--- config.mk ---
export PLATFORM = sky130hd
export DESIGN_NAME = nibble_serial_adder_ctrl
export DESIGN_NICKNAME = d
export VERILOG_FILES = /design/src/rtl/nibble_serial_adder_ctrl.sv
export SDC_FILE = /design/constraint.sdc
export NUM_CORES = 1
export LEC_CHECK = 0
export ABC_AREA = 0
export CAP_MARGIN = 40
export CELL_PAD_IN_SITES_DETAIL_PLACEMENT = 0
export CELL_PAD_IN_SITES_GLOBAL_PLACEMENT = 1
export CORE_ASPECT_RATIO = 1.1
export CORE_MARGIN = 1
export CORE_UTILIZATION = 30
export DETAILED_ROUTE_END_ITERATION = 12
export PLACE_DENSITY = 0.65
export REMOVE_ABC_BUFFERS = 1
export SLEW_MARGIN = 20
export SYNTH_ARGS = -nofsm -noshare
export SYNTH_HDL_FRONTEND = slang
export SYNTH_HIERARCHICAL = 1
export SYNTH_SLANG_ARGS = --single-unit
--- constraint.sdc ---
create_clock -name clk -period 2.5 [get_ports clk]
set_input_delay 0.375 -clock clk [delete_from_list [all_inputs] [get_ports clk]]
set_output_delay 0.375 -clock clk [all_outputs]
set_load 0.02 [all_outputs]
--- src/rtl/nibble_serial_adder_ctrl.sv ---
// Nibble-serial add/subtract sequencer: one 4-bit adder reused NIB times, LSB nibble first.
// Optional SIGNED_OVF_EN adds an ovf output flagging two's-complement overflow.
module four_bit_full_adder (
   input  logic [3:0] a_i,
   input  logic [3:0] b_i,
   input  logic       cin_i,
   output logic [3:0] sum_o,
   output logic       cout_o
);
   assign {cout_o, sum_o} = {1'b0, a_i} + {1'b0, b_i} + {4'b0000, cin_i};
endmodule

// state  | meaning
// S_IDLE | ready for a new operand set
// S_RUN  | one nibble processed per cycle, carry held in carry_q
// S_DONE | result/cout held until out_ready
module nibble_serial_adder_ctrl #(
   parameter int WIDTH = 16
) (
   input  logic             clk,
   input  logic             rst,
   input  logic             in_valid,
   output logic             in_ready,
   input  logic [WIDTH-1:0] a,
   input  logic [WIDTH-1:0] b,
   input  logic             sub,
   output logic             out_valid,
   input  logic             out_ready,
   output logic [WIDTH-1:0] result,
`ifdef SIGNED_OVF_EN
   output logic             ovf,
`endif
   output logic             cout
);
   localparam int NIB = WIDTH / 4;
   localparam int IW  = (NIB > 1) ? $clog2(NIB) : 1;

   typedef enum logic [1:0] {S_IDLE, S_RUN, S_DONE} state_t;

   state_t           state_q, state_d;
   logic [IW-1:0]    idx_q, idx_d;
   logic [WIDTH-1:0] a_q, a_d, b_q, b_d, result_q, result_d;
   logic             sub_q, sub_d, carry_q, carry_d, cout_q, cout_d;
`ifdef SIGNED_OVF_EN
   logic             ovf_q, ovf_d;
`endif

   logic [IW+1:0]    base;
   logic [3:0]       a_nib, b_eff, sum_nib;
   logic             add_cout;
   logic             last_nib;

   assign base     = {idx_q, 2'b00};
   assign a_nib    = a_q[base +: 4];
   assign b_eff    = sub_q ? ~b_q[base +: 4] : b_q[base +: 4];
   assign last_nib = (idx_q == IW'(NIB - 1));

   four_bit_full_adder u_adder (
      .a_i    (a_nib),
      .b_i    (b_eff),
      .cin_i  (carry_q),
      .sum_o  (sum_nib),
      .cout_o (add_cout)
   );

   always_ff @(posedge clk) begin
      if (rst) begin
         state_q  <= S_IDLE;
         idx_q    <= '0;
         a_q      <= '0;
         b_q      <= '0;
         sub_q    <= 1'b0;
         carry_q  <= 1'b0;
         result_q <= '0;
         cout_q   <= 1'b0;
`ifdef SIGNED_OVF_EN
         ovf_q    <= 1'b0;
`endif
      end else begin
         state_q  <= state_d;
         idx_q    <= idx_d;
         a_q      <= a_d;
         b_q      <= b_d;
         sub_q    <= sub_d;
         carry_q  <= carry_d;
         result_q <= result_d;
         cout_q   <= cout_d;
`ifdef SIGNED_OVF_EN
         ovf_q    <= ovf_d;
`endif
      end
   end

   always_comb begin
      state_d  = state_q;
      idx_d    = idx_q;
      a_d      = a_q;
      b_d      = b_q;
      sub_d    = sub_q;
      carry_d  = carry_q;
      result_d = result_q;
      cout_d   = cout_q;
`ifdef SIGNED_OVF_EN
      ovf_d    = ovf_q;
`endif
      case (state_q)
         S_IDLE: begin
            if (in_valid) begin
               a_d     = a;
               b_d     = b;
               sub_d   = sub;
               carry_d = sub;
               idx_d   = '0;
`ifdef SIGNED_OVF_EN
               ovf_d   = 1'b0;
`endif
               state_d = S_RUN;
            end
         end
         S_RUN: begin
            result_d[base +: 4] = sum_nib;
            carry_d             = add_cout;
            if (last_nib) begin
               cout_d  = add_cout;
               idx_d   = '0;
`ifdef SIGNED_OVF_EN
               // carry into MSB xor carry out of MSB
               ovf_d   = a_nib[3] ^ b_eff[3] ^ sum_nib[3] ^ add_cout;
`endif
               state_d = S_DONE;
            end else begin
               idx_d = idx_q + IW'(1);
            end
         end
         S_DONE: begin
            if (out_ready) state_d = S_IDLE;
         end
         default: state_d = S_IDLE;
      endcase
   end

   assign in_ready  = (state_q == S_IDLE);
   assign out_valid = (state_q == S_DONE);
   assign result    = result_q;
   assign cout      = cout_q;
`ifdef SIGNED_OVF_EN
   assign ovf       = ovf_q;
`endif
endmodule

==> flow_summary_export.csv, run 1 <==
group,metric,value,unit
status,outcome,"finished, final reports clean",
drt,drcViolationCount,0,
min_path,hp-class,"reg -> reg",
power,irDropWorstVdd,0.000218,V
floorplanning,io-pin-count,56,
cts,numClockSinks,55,
cts,clkLatencyLatePin,0.32,ns
layout,share_of_the_core_filled_with_cells,0.397,
drt,pre_repair_dr_iteration_count,4,
power,cell_internal_pwr,1310,uW
yosys,synth_area_leader_cell,"sky130_fd_sc_hd__dfxtp_1",
yosys,count_of_unique_library_cells_instantiated_by_yosys,41,
critical_path,cp.arrival,2.66,ns
drt,route.top_layer_used,"met4",
drt,dr_wl_met2,2630,um
layout,drive_gt1_frac,0.119,
drt,drt-met1-wl,2700,um
timing,setup-tns-final,0,ns
run,timing.max_cap.violations,0,
power,power_density_over_the_cells,550,nW/um^2
global_routing,globalRouteOverflowTotal,0,
critical_path,critical_path.startpoint,"idx_q[0]",
critical_path,r2r_end,"carry_q",
drt,routed_wirelength_normalized_by_instance_count,12.5,um
layout,nets,382,
floorplanning,core_area,8450,um^2
global_routing,track_usage,0.132,
drt,met3WireLength,193,um
layout,areaGrowthSynthToFinish,27.8,%
place,io_buffers,55,
critical_path,required_time_at_the_endpoint_of_the_critical_path,2.69,ns
cts,cts.path.max_buffers,2,
timing,setup_viol,0,
timing,layout_worst_path_cycle_share,0.987,
floorplanning,die_area,9130,um^2
drt,finalWirelength,5590,um
floorplanning,floorplan.initialDensity,0.311,
yosys,synth_enable_flop_cells,0,
yosys,synth-seq-cells,55,
global_routing,grt_first_pass_wirelength,9490,um
layout,num-fill-cells,866,
layout,insertedDiodeCount,0,
timing,slew_headroom,0.635,
yosys,syn_area,2630,um^2
yosys,synth_cells,284,
yosys,synth.yosys.warnings,6,
timing,rsz_0062_raised_after_global_routing,"true",
timing,report.final.hold_viol_count,0,
critical_path,worstSetupStartpointType,"flop",
yosys,synthMostInstantiatedCell,"sky130_fd_sc_hd__nand2_1",
yosys,asr_flop_ratio_synth,0,
drt,drtAntennaViolNets,0,
yosys,synth_top_cells_by_count,"sky130_fd_sc_hd__nand2_1 (71), sky130_fd_sc_hd__dfxtp_1 (55), sky130_fd_sc_hd__a21oi_1 (48)",
power,share_seq_of_total_power,0.514,
drt,dr_total_vias,2080,
cts,clkSlewWorstSetupHoldPaths,0.10,ns
critical_path,timing.critical_path.to,"carry_q",
power,total_power,1840,uW
cts,clockRootBuffer,"sky130_fd_sc_hd__clkbuf_8",
power,pwr-share-clk,0.283,
timing,max_slew_vio_count,0,
yosys,synth_sequential_area_ratio,0.419,
power,comb_power_share,0.203,
yosys,synth_area_leaders,"sky130_fd_sc_hd__dfxtp_1 (42%), sky130_fd_sc_hd__nand2_1 (10%), sky130_fd_sc_hd__a21oi_1 (9.1%)",
critical_path,r2r-start,"idx_q[0]",
critical_path,worst-r2r-cell-count,11,
critical_path,worstPathMaxFanout,4,
cts,postCtsSetupRepairBufs,0,
global_routing,number_of_antenna_violations_at_the_first_check_in_global_routing,0,
critical_path,crit_path_end_kind,"flop",
critical_path,reg2reg_slack,0.03,ns
drt,drt_iter0_markers,58,
yosys,synth_top_flop_cell,"sky130_fd_sc_hd__dfxtp_1",
global_routing,first_global_vias,1976,
floorplanning,chipHeight,100,um
critical_path,critical_path_class,"reg -> reg",
cts,cts_inserted_buffers,5,
place,gpl.final_weighted_congestion,0.708,
timing,finalClockSkew,0.0129,ns
power,power_leakage,0.00126,uW
cts,htree_num_levels,2,
floorplanning,std_cell_rows,35,
yosys,synth_top_area_share,0.419,
timing,worst_pin_slew,0.546,ns
power,power.share.switching,0.290,
cts,tritoncts,"built",
timing,max_freq,0.405,GHz
global_routing,grt_start_max_net_pins,34,
yosys,syn_area_per_cell,9.25,um^2
drt,routed_via_density,4.65,
place,dpl.hpwl,4020,um
power,net_switching_component_of_the_power,535,uW
floorplanning,die_w,91.2,um
timing,final_period_minus_worst_setup_slack,2.47,ns
-- flip-flops by register name, summed over array words and instances (netlist names) --
signal	count
sub_q	1
b_q	16
cout	1
carry_q	1
a_q	16
idx_q	2
result	16
state_q	2
-- logic make-up after synthesis --
group / after synthesis / share of synthesized area
AOI/OAI and AO/OA: 66 / 0.141
xor gates and xnor gates: 6 / 0.0200
adders and majority gates: 10 / 0.0534
buffers and inverters: 29 / 0.0729
DFF: 55 / 0.419
muxes: 9 / 0.0824
and+or+nand+nor: 109 / 0.211
-- layout by cell type, fill, tap and decap left out, types with 4 or more instances in the layout --
master                            count
sky130_fd_sc_hd__nand2_1             71
sky130_fd_sc_hd__dfxtp_1             54
sky130_fd_sc_hd__clkdlybuf4s50_1     54
sky130_fd_sc_hd__a21oi_1             47
sky130_fd_sc_hd__buf_4                9
sky130_fd_sc_hd__ha_1                 8
sky130_fd_sc_hd__inv_1                6
sky130_fd_sc_hd__a22o_1               6
sky130_fd_sc_hd__o21ai_0              6
sky130_fd_sc_hd__nand3_1              6
sky130_fd_sc_hd__nor2_1               5
sky130_fd_sc_hd__mux4_1               5
sky130_fd_sc_hd__clkbuf_8             5
sky130_fd_sc_hd__nand4_1              4
sky130_fd_sc_hd__nand2b_1             4
-- repair_timing --
item | 4_1_cts | 5_1_grt
endpoints found under the setup margin | 11 | 6
gates resized for setup | 7 | 8
hold buffers | 0 | 0
pin swaps | 0 | 6
-- per-layer routing --
layer | GRT usage | up-vias
met5 | 0 | -
met4 | 0.0440 | 0
met3 | 0.0273 | 6
met2 | 0.219 | 46
met1 | 0.173 | 956
li1 | - | 1072
-- critical path, cell delays in order, from the launching register on --
cell and delay, ns:
sky130_fd_sc_hd__dfxtp_4 0.39, sky130_fd_sc_hd__mux4_2 0.53, sky130_fd_sc_hd__xor2_2 0.17, sky130_fd_sc_hd__fa_2 0.36, sky130_fd_sc_hd__inv_2 0.07, sky130_fd_sc_hd__fa_2 0.21, sky130_fd_sc_hd__nor2b_1 0.05, sky130_fd_sc_hd__o21ai_1 0.14
sky130_fd_sc_hd__nand2b_1 0.09, sky130_fd_sc_hd__nand2b_4 0.15, sky130_fd_sc_hd__a21oi_2 0.16, sky130_fd_sc_hd__nor3_2 0.05
-- through the flow --
step	cell area (um^2)	hold WS [ns]	worst slack [ns]	instances
6_report	3360	0.458	0.0318	447
5_1_grt	3360	0.476	-0.126	447
4_1_cts	3330	0.455	0.00150	447
3_5_place_dp	3220	0.442	-0.173	439
3_3_place_gp	3220	0.440	-0.0758	439
2_1_floorplan	2460	0.425	-0.331	263
-- power groups by stage --
| stage | Combinational, uW | Clock, uW | Sequential (uW) |
|---|---|---|---|
| finish | 374 | 523 | 948 |
| global route | 411 | 583 | 956 |
| CTS | 370 | 540 | 948 |
| detailed placement | 361 | 0 | 968 |
| global placement | 358 | 0 | 967 |
| floorplan | 187 | 0 | 970 |
-- worst min path at each step --
stage               startpoint      end  slack (ns)  cells after the start
detailed placement      b_q[5]   b_q[5]        0.44                      2
CTS                     b_q[5]   b_q[5]        0.46                      2
finish                  a_q[6]   a_q[6]        0.46                      2
floorplan               a_q[4]   a_q[4]        0.43                      2
global route           b_q[15]  b_q[15]        0.48                      2
global placement       a_q[10]  a_q[10]        0.44                      2
-- area by class of cell --
| cell class | instances | area [um^2] | share of cell area |
|---|---|---|---|
| clock inverters | 3 | 26.3 | 0.00783 |
| flip-flops and latches | 55 | 1100 | 0.329 |
| multi-input cells | 200 | 1360 | 0.406 |
| well taps | 111 | 139 | 0.0414 |
| repair buffers | 65 | 624 | 0.186 |
| clock buffers | 5 | 68.8 | 0.0205 |
| inverters | 8 | 30.0 | 0.00895 |
No activity file was read; power rests on OpenSTA's default activity.
==> run 2, diff against run 1 <==
- CAP_MARGIN: 40 -> 20
- SKIP_CTS_REPAIR_TIMING: default -> 1
==> run 2 against run 1 <==
Effect of this change: non-clock buffer count stayed put; sequential share of layout area about the same; critical path type unchanged; highest routed layer unchanged; die area unchanged.
==> flow_summary_export.csv, run 2 (synthesis gave the netlist of run 1 again) <==
group,metric,value,unit
power,power_density_over_the_cells,548,nW/um^2
power,comb_power_share,0.203,
power,power_leakage,0.00126,uW
critical_path,worst-r2r-cell-count,11,
layout,layout_common_cells,"sky130_fd_sc_hd__nand2_1 (71), sky130_fd_sc_hd__dfxtp_1 (54), sky130_fd_sc_hd__clkdlybuf4s50_1 (54), sky130_fd_sc_hd__a21oi_1 (47), sky130_fd_sc_hd__buf_4 (9)",
drt,drt_iter0_markers,55,
cts,numClockSinks,55,
critical_path,cp_slowest_cell,"sky130_fd_sc_hd__mux4_2",
cts,clkSlewWorstSetupHoldPaths,0.10,ns
floorplanning,io-pin-count,56,
floorplanning,die_w,91.2,um
layout,insertedDiodeCount,0,
timing,finalClockSkew,0.0146,ns
layout,drive_gt1_frac,0.116,
layout,final_cell_area,3360,um^2
critical_path,timing.critical_path.mode_cell,"sky130_fd_sc_hd__fa_2",
power,power.share.switching,0.289,
floorplanning,floorplan.initialDensity,0.311,
timing,setup_viol,0,
timing,slew_headroom,0.639,
timing,worst_pin_slew,0.541,ns
global_routing,track_usage,0.131,
critical_path,required_time_at_the_endpoint_of_the_critical_path,2.69,ns
floorplanning,core_area,8450,um^2
cts,cts.path.max_buffers,2,
run,timing.max_cap.violations,0,
min_path,hold_depth,2,
drt,drtAntennaViolNets,0,
layout,share_of_the_core_filled_with_cells,0.397,
global_routing,number_of_antenna_violations_at_the_first_check_in_global_routing,0,
drt,dr_total_vias,2068,
min_path,hp-class,"reg -> reg",
cts,clkLatencyLatePin,0.32,ns
timing,final_period_minus_worst_setup_slack,2.47,ns
place,gpl.final_weighted_congestion,0.708,
timing,max_freq,0.406,GHz
layout,layout_commonest_cell,"sky130_fd_sc_hd__nand2_1",
critical_path,worstPathMaxFanout,4,
layout,areaGrowthSynthToFinish,27.9,%
drt,drcViolationCount,0,
status,outcome,"finished, final reports clean",
critical_path,critical_path_class,"reg -> reg",
power,pwr-share-clk,0.283,
place,placed_cell_area,3220,um^2
floorplanning,std_cell_rows,35,
global_routing,grt_start_max_net_pins,34,
power,net_switching_component_of_the_power,531,uW
timing,max_slew_vio_count,0,
global_routing,globalRouteOverflowTotal,0,
drt,routed_wirelength_normalized_by_instance_count,12.4,um
cts,htree_num_levels,2,
power,irDropWorstVdd,0.000215,V
layout,nets,382,
drt,finalWirelength,5560,um
cts,cts_inserted_buffers,5,
timing,report.final.hold_viol_count,0,
power,cell_internal_pwr,1310,uW
cts,clockRootBuffer,"sky130_fd_sc_hd__clkbuf_8",
timing,rsz_0062_raised_after_global_routing,"true",
timing,layout_worst_path_cycle_share,0.986,
drt,routed_via_density,4.63,
place,dpl.hpwl,4020,um
global_routing,first_global_vias,1975,
critical_path,crit_path_end_kind,"flop",
critical_path,timing.critical_path.slowest_cell_delay,0.53,ns
timing,timing.hold.ws,0.454,ns
critical_path,worstSetupStartpointType,"flop",
floorplanning,chipHeight,100,um
drt,pre_repair_dr_iteration_count,4,
power,share_seq_of_total_power,0.515,
power,total_power,1840,uW
timing,setup-tns-final,0,ns
critical_path,cp.arrival,2.66,ns
cts,tritoncts,"built",
global_routing,grt_first_pass_wirelength,9450,um
critical_path,crit_path_cell_trace,"mux4_2 > xor2_2 > fa_2 > inv_2 > fa_2 > nor2b_1 > o21ai_1 > nand2b_1 > nand2b_4 > a21oi_2 > nor3_2",
floorplanning,die_area,9130,um^2
place,io_buffers,55,
run 2: cell counts in the layout (fill, tap and decap cells not counted):
No cell type changed its count.
run 2: path summary, 6_finish.rpt:
kind | startpoint | end | slack, ns
hold reg to reg | b_q[5] | b_q[5] | 0.45
hold / removal | b_q[5] | b_q[5] | 0.45
setup reg to reg | idx_q[0] | carry_q | 0.03
setup / recovery | idx_q[0] | carry_q | 0.03
run 2: power groups by stage:
stage	clock network (uW)	logic [uW]	registers [uW]
global placement	0	358	967
floorplan	0	187	970
detailed placement	0	361	968
finish	520	373	948
CTS	540	362	948
global route	583	411	955
run 2: area by class of cell:
cell class                      instances  area (um^2)
Inverter                                8         30.0
Timing Repair Buffer                   65          624
Clock inverter                          3         26.3
Fill cell                             864         5090
Clock buffer                            5         68.8
Multi-Input combinational cell        200         1370
Tap cell                              111          139
Sequential cell                        55         1100
run 2: stage by stage:
stage / std cells / setup WS, ns
final: 447 / 0.0341
after global routing: 447 / -0.126
after CTS: 447 / -0.178
after detailed placement: 439 / -0.173
after global placement: 439 / -0.0758
after floorplan: 263 / -0.331
run 2: worst max-delay path: cells and delay by family (launching register included):
family | cells | cell delay [ns]
compound gates | 2 | 0.29
xor+xnor | 1 | 0.17
buf+inv | 1 | 0.07
mux | 1 | 0.53
fa+ha+maj | 2 | 0.57
flops | 1 | 0.39
simple gates | 4 | 0.34
run 2: routing by layer:
metal / track usage / part of all wire
met4: 0.0440 / 0.013
met1: 0.172 / 0.48
met2: 0.216 / 0.47
met5: 0 / 0
met3: 0.0273 / 0.035
==> run 3, diff against run 2 <==
- DONT_BUFFER_PORTS: default -> 1
- PLACE_DENSITY: 0.65 -> 0.54
- REMOVE_ABC_BUFFERS: 1 -> default
==> run 3 against run 2 <==
Effect of this change: register-to-register slack better by 0.07 ns; cell count is 12% lower; sequential share of layout area is 6.4 points higher; clock power is 3% lower; cell area is 17% lower; die area stayed put; critical path type unchanged; largest cell class unchanged.
==> flow_summary_export.csv, run 3 (synthesis gave the netlist of run 1 again) <==
group,metric,value,unit
critical_path,reg2reg_slack,0.11,ns
min_path,worst_hold_path.endpoint,"a_q[14]",
drt,routed_wirelength_normalized_by_instance_count,15.6,um
timing,report.final.hold_viol_count,0,
drt,pre_repair_dr_iteration_count,4,
floorplanning,die_w,91.2,um
layout,final_cell_area,2800,um^2
power,share_seq_of_total_power,0.544,
layout,finalNonFillerCells,393,
critical_path,r2r_end,"carry_q",
floorplanning,io-pin-count,56,
power,power_leakage,0.00105,uW
cts,tritoncts,"built",
cts,cts_inserted_buffers,5,
min_path,hold_depth,1,
floorplanning,chipHeight,100,um
drt,drt_iter0_markers,64,
min_path,hp-start,"rst",
drt,dr_total_vias,1888,
timing,slew_headroom,0.636,
timing,worst_slack,0.108,ns
timing,rsz_0062_raised_after_global_routing,"true",
place,placed_cell_area,2690,um^2
layout,drive_gt1_frac,0.138,
critical_path,critical_path_class,"reg -> reg",
critical_path,worst-r2r-cell-count,10,
global_routing,grt_start_max_net_pins,54,
cts,htree_num_levels,2,
layout,insertedDiodeCount,0,
floorplanning,floorplan.initialDensity,0.311,
status,outcome,"finished, final reports clean",
power,pwr-share-clk,0.287,
power,comb_power_share,0.169,
power,cell_internal_pwr,1270,uW
layout,areaGrowthSynthToFinish,6.72,%
cts,clockRootBuffer,"sky130_fd_sc_hd__clkbuf_8",
place,dpl.hpwl,4320,um
critical_path,crit_path_end_kind,"flop",
power,power.share.switching,0.276,
timing,final_period_minus_worst_setup_slack,2.39,ns
critical_path,worstSetupStartpointType,"flop",
critical_path,cp.arrival,2.60,ns
global_routing,grt_first_pass_wirelength,10100,um
floorplanning,die_area,9130,um^2
power,irDropWorstVdd,0.000196,V
power,power_density_over_the_cells,627,nW/um^2
place,io_buffers,0,
critical_path,required_time_at_the_endpoint_of_the_critical_path,2.71,ns
place,placed_cell_count,386,
layout,nets,329,
place,gpl.final_weighted_congestion,0.790,
run,timing.max_cap.violations,0,
floorplanning,std_cell_rows,35,
critical_path,worstPathMaxFanout,5,
global_routing,track_usage,0.142,
power,total_power,1760,uW
layout,layout_commonest_cell,"sky130_fd_sc_hd__nand2_1",
timing,max_slew_vio_count,0,
drt,routed_via_density,4.80,
drt,drtAntennaViolNets,0,
timing,max_freq,0.418,GHz
floorplanning,core_area,8450,um^2
min_path,hp-class,"in -> reg",
timing,layout_worst_path_cycle_share,0.957,
timing,setup-tns-final,0,ns
global_routing,globalRouteOverflowTotal,0,
layout,layout_common_cells,"sky130_fd_sc_hd__nand2_1 (71), sky130_fd_sc_hd__dfxtp_1 (54), sky130_fd_sc_hd__a21oi_1 (48), sky130_fd_sc_hd__buf_4 (11), sky130_fd_sc_hd__ha_1 (8)",
cts,clkLatencyLatePin,0.31,ns
drt,finalWirelength,6140,um
layout,num-fill-cells,910,
timing,finalClockSkew,0.00867,ns
global_routing,first_global_vias,1932,
power,net_switching_component_of_the_power,484,uW
cts,numClockSinks,55,
cts,cts.path.max_buffers,2,
yosys,syn-num-nets,331,
cts,clkSlewWorstSetupHoldPaths,0.10,ns
timing,worst_pin_slew,0.544,ns
timing,setup_viol,0,
place,place_ws,-0.0341,ns
critical_path,r2r-start,"idx_q[0]",
drt,drcViolationCount,0,
global_routing,number_of_antenna_violations_at_the_first_check_in_global_routing,0,
run 3: changes by cell type in the layout (fill, tap and decap cells not counted), moves of 2 or more:
cell                              change
sky130_fd_sc_hd__inv_6                -2
sky130_fd_sc_hd__buf_4                +2
sky130_fd_sc_hd__mux4_2               +2
sky130_fd_sc_hd__clkdlybuf4s50_1     -54
sky130_fd_sc_hd__mux4_1               -2
run 3: area by class of cell:
cell class / count / area, um^2 / share of cell area
clock buffer: 6 / 82.6 / 0.0295
clock inverter: 1 / 5.00 / 0.00179
inverter: 8 / 30.0 / 0.0107
multi-input combinational: 200 / 1350 / 0.482
sequential: 55 / 1100 / 0.393
tap: 111 / 139 / 0.0496
timing repair buffer: 12 / 93.8 / 0.0335
run 3: worst max-delay path: stages (launching register included):
cell,delay (ns)
sky130_fd_sc_hd__dfxtp_2,0.37
sky130_fd_sc_hd__buf_4,0.15
sky130_fd_sc_hd__mux4_1,0.56
sky130_fd_sc_hd__xor2_1,0.17
sky130_fd_sc_hd__ha_1,0.35
sky130_fd_sc_hd__nor2b_1,0.15
sky130_fd_sc_hd__o21ai_1,0.11
sky130_fd_sc_hd__nand2b_1,0.08
sky130_fd_sc_hd__nand2b_1,0.14
sky130_fd_sc_hd__a21oi_1,0.16
sky130_fd_sc_hd__nor3_1,0.06
run 3: worst max path at each step:
stage	from	endpoint	slack, ns	depth (start not counted)
2_1_floorplan	idx_q[0]	carry_q	0.005	12
3_3_place_gp	idx_q[0]	carry_q	0.02	11
3_5_place_dp	idx_q[0]	result[11]	-0.03	9
4_1_cts	idx_q[0]	result[11]	-0.05	9
5_1_grt	idx_q[0]	carry_q	-0.04	10
6_report	idx_q[0]	carry_q	0.11	10
run 3: power by group through the flow:
stage | clock [uW] | sequential, uW | combinational (uW)
floorplan | 0 | 960 | 241
global placement | 0 | 976 | 287
detailed placement | 0 | 976 | 289
CTS | 531 | 955 | 290
global route | 564 | 962 | 335
finish | 505 | 956 | 296
run 3: routing by layer:
metal  global-route usage  up-vias  wire [um]
met5                    0        -          0
met4               0.0440        0         81
met3               0.0417        6        272
met2                0.240       34       2940
met1                0.177      879       2850
li1                     -      969          -
run 3: metrics by stage:
step	utilization	hold slack, ns
floorplan	-	0.432
global placement	0.318	0.435
detailed placement	0.318	0.437
CTS	0.328	0.111
global route	0.332	0.104
finish	0.332	0.125
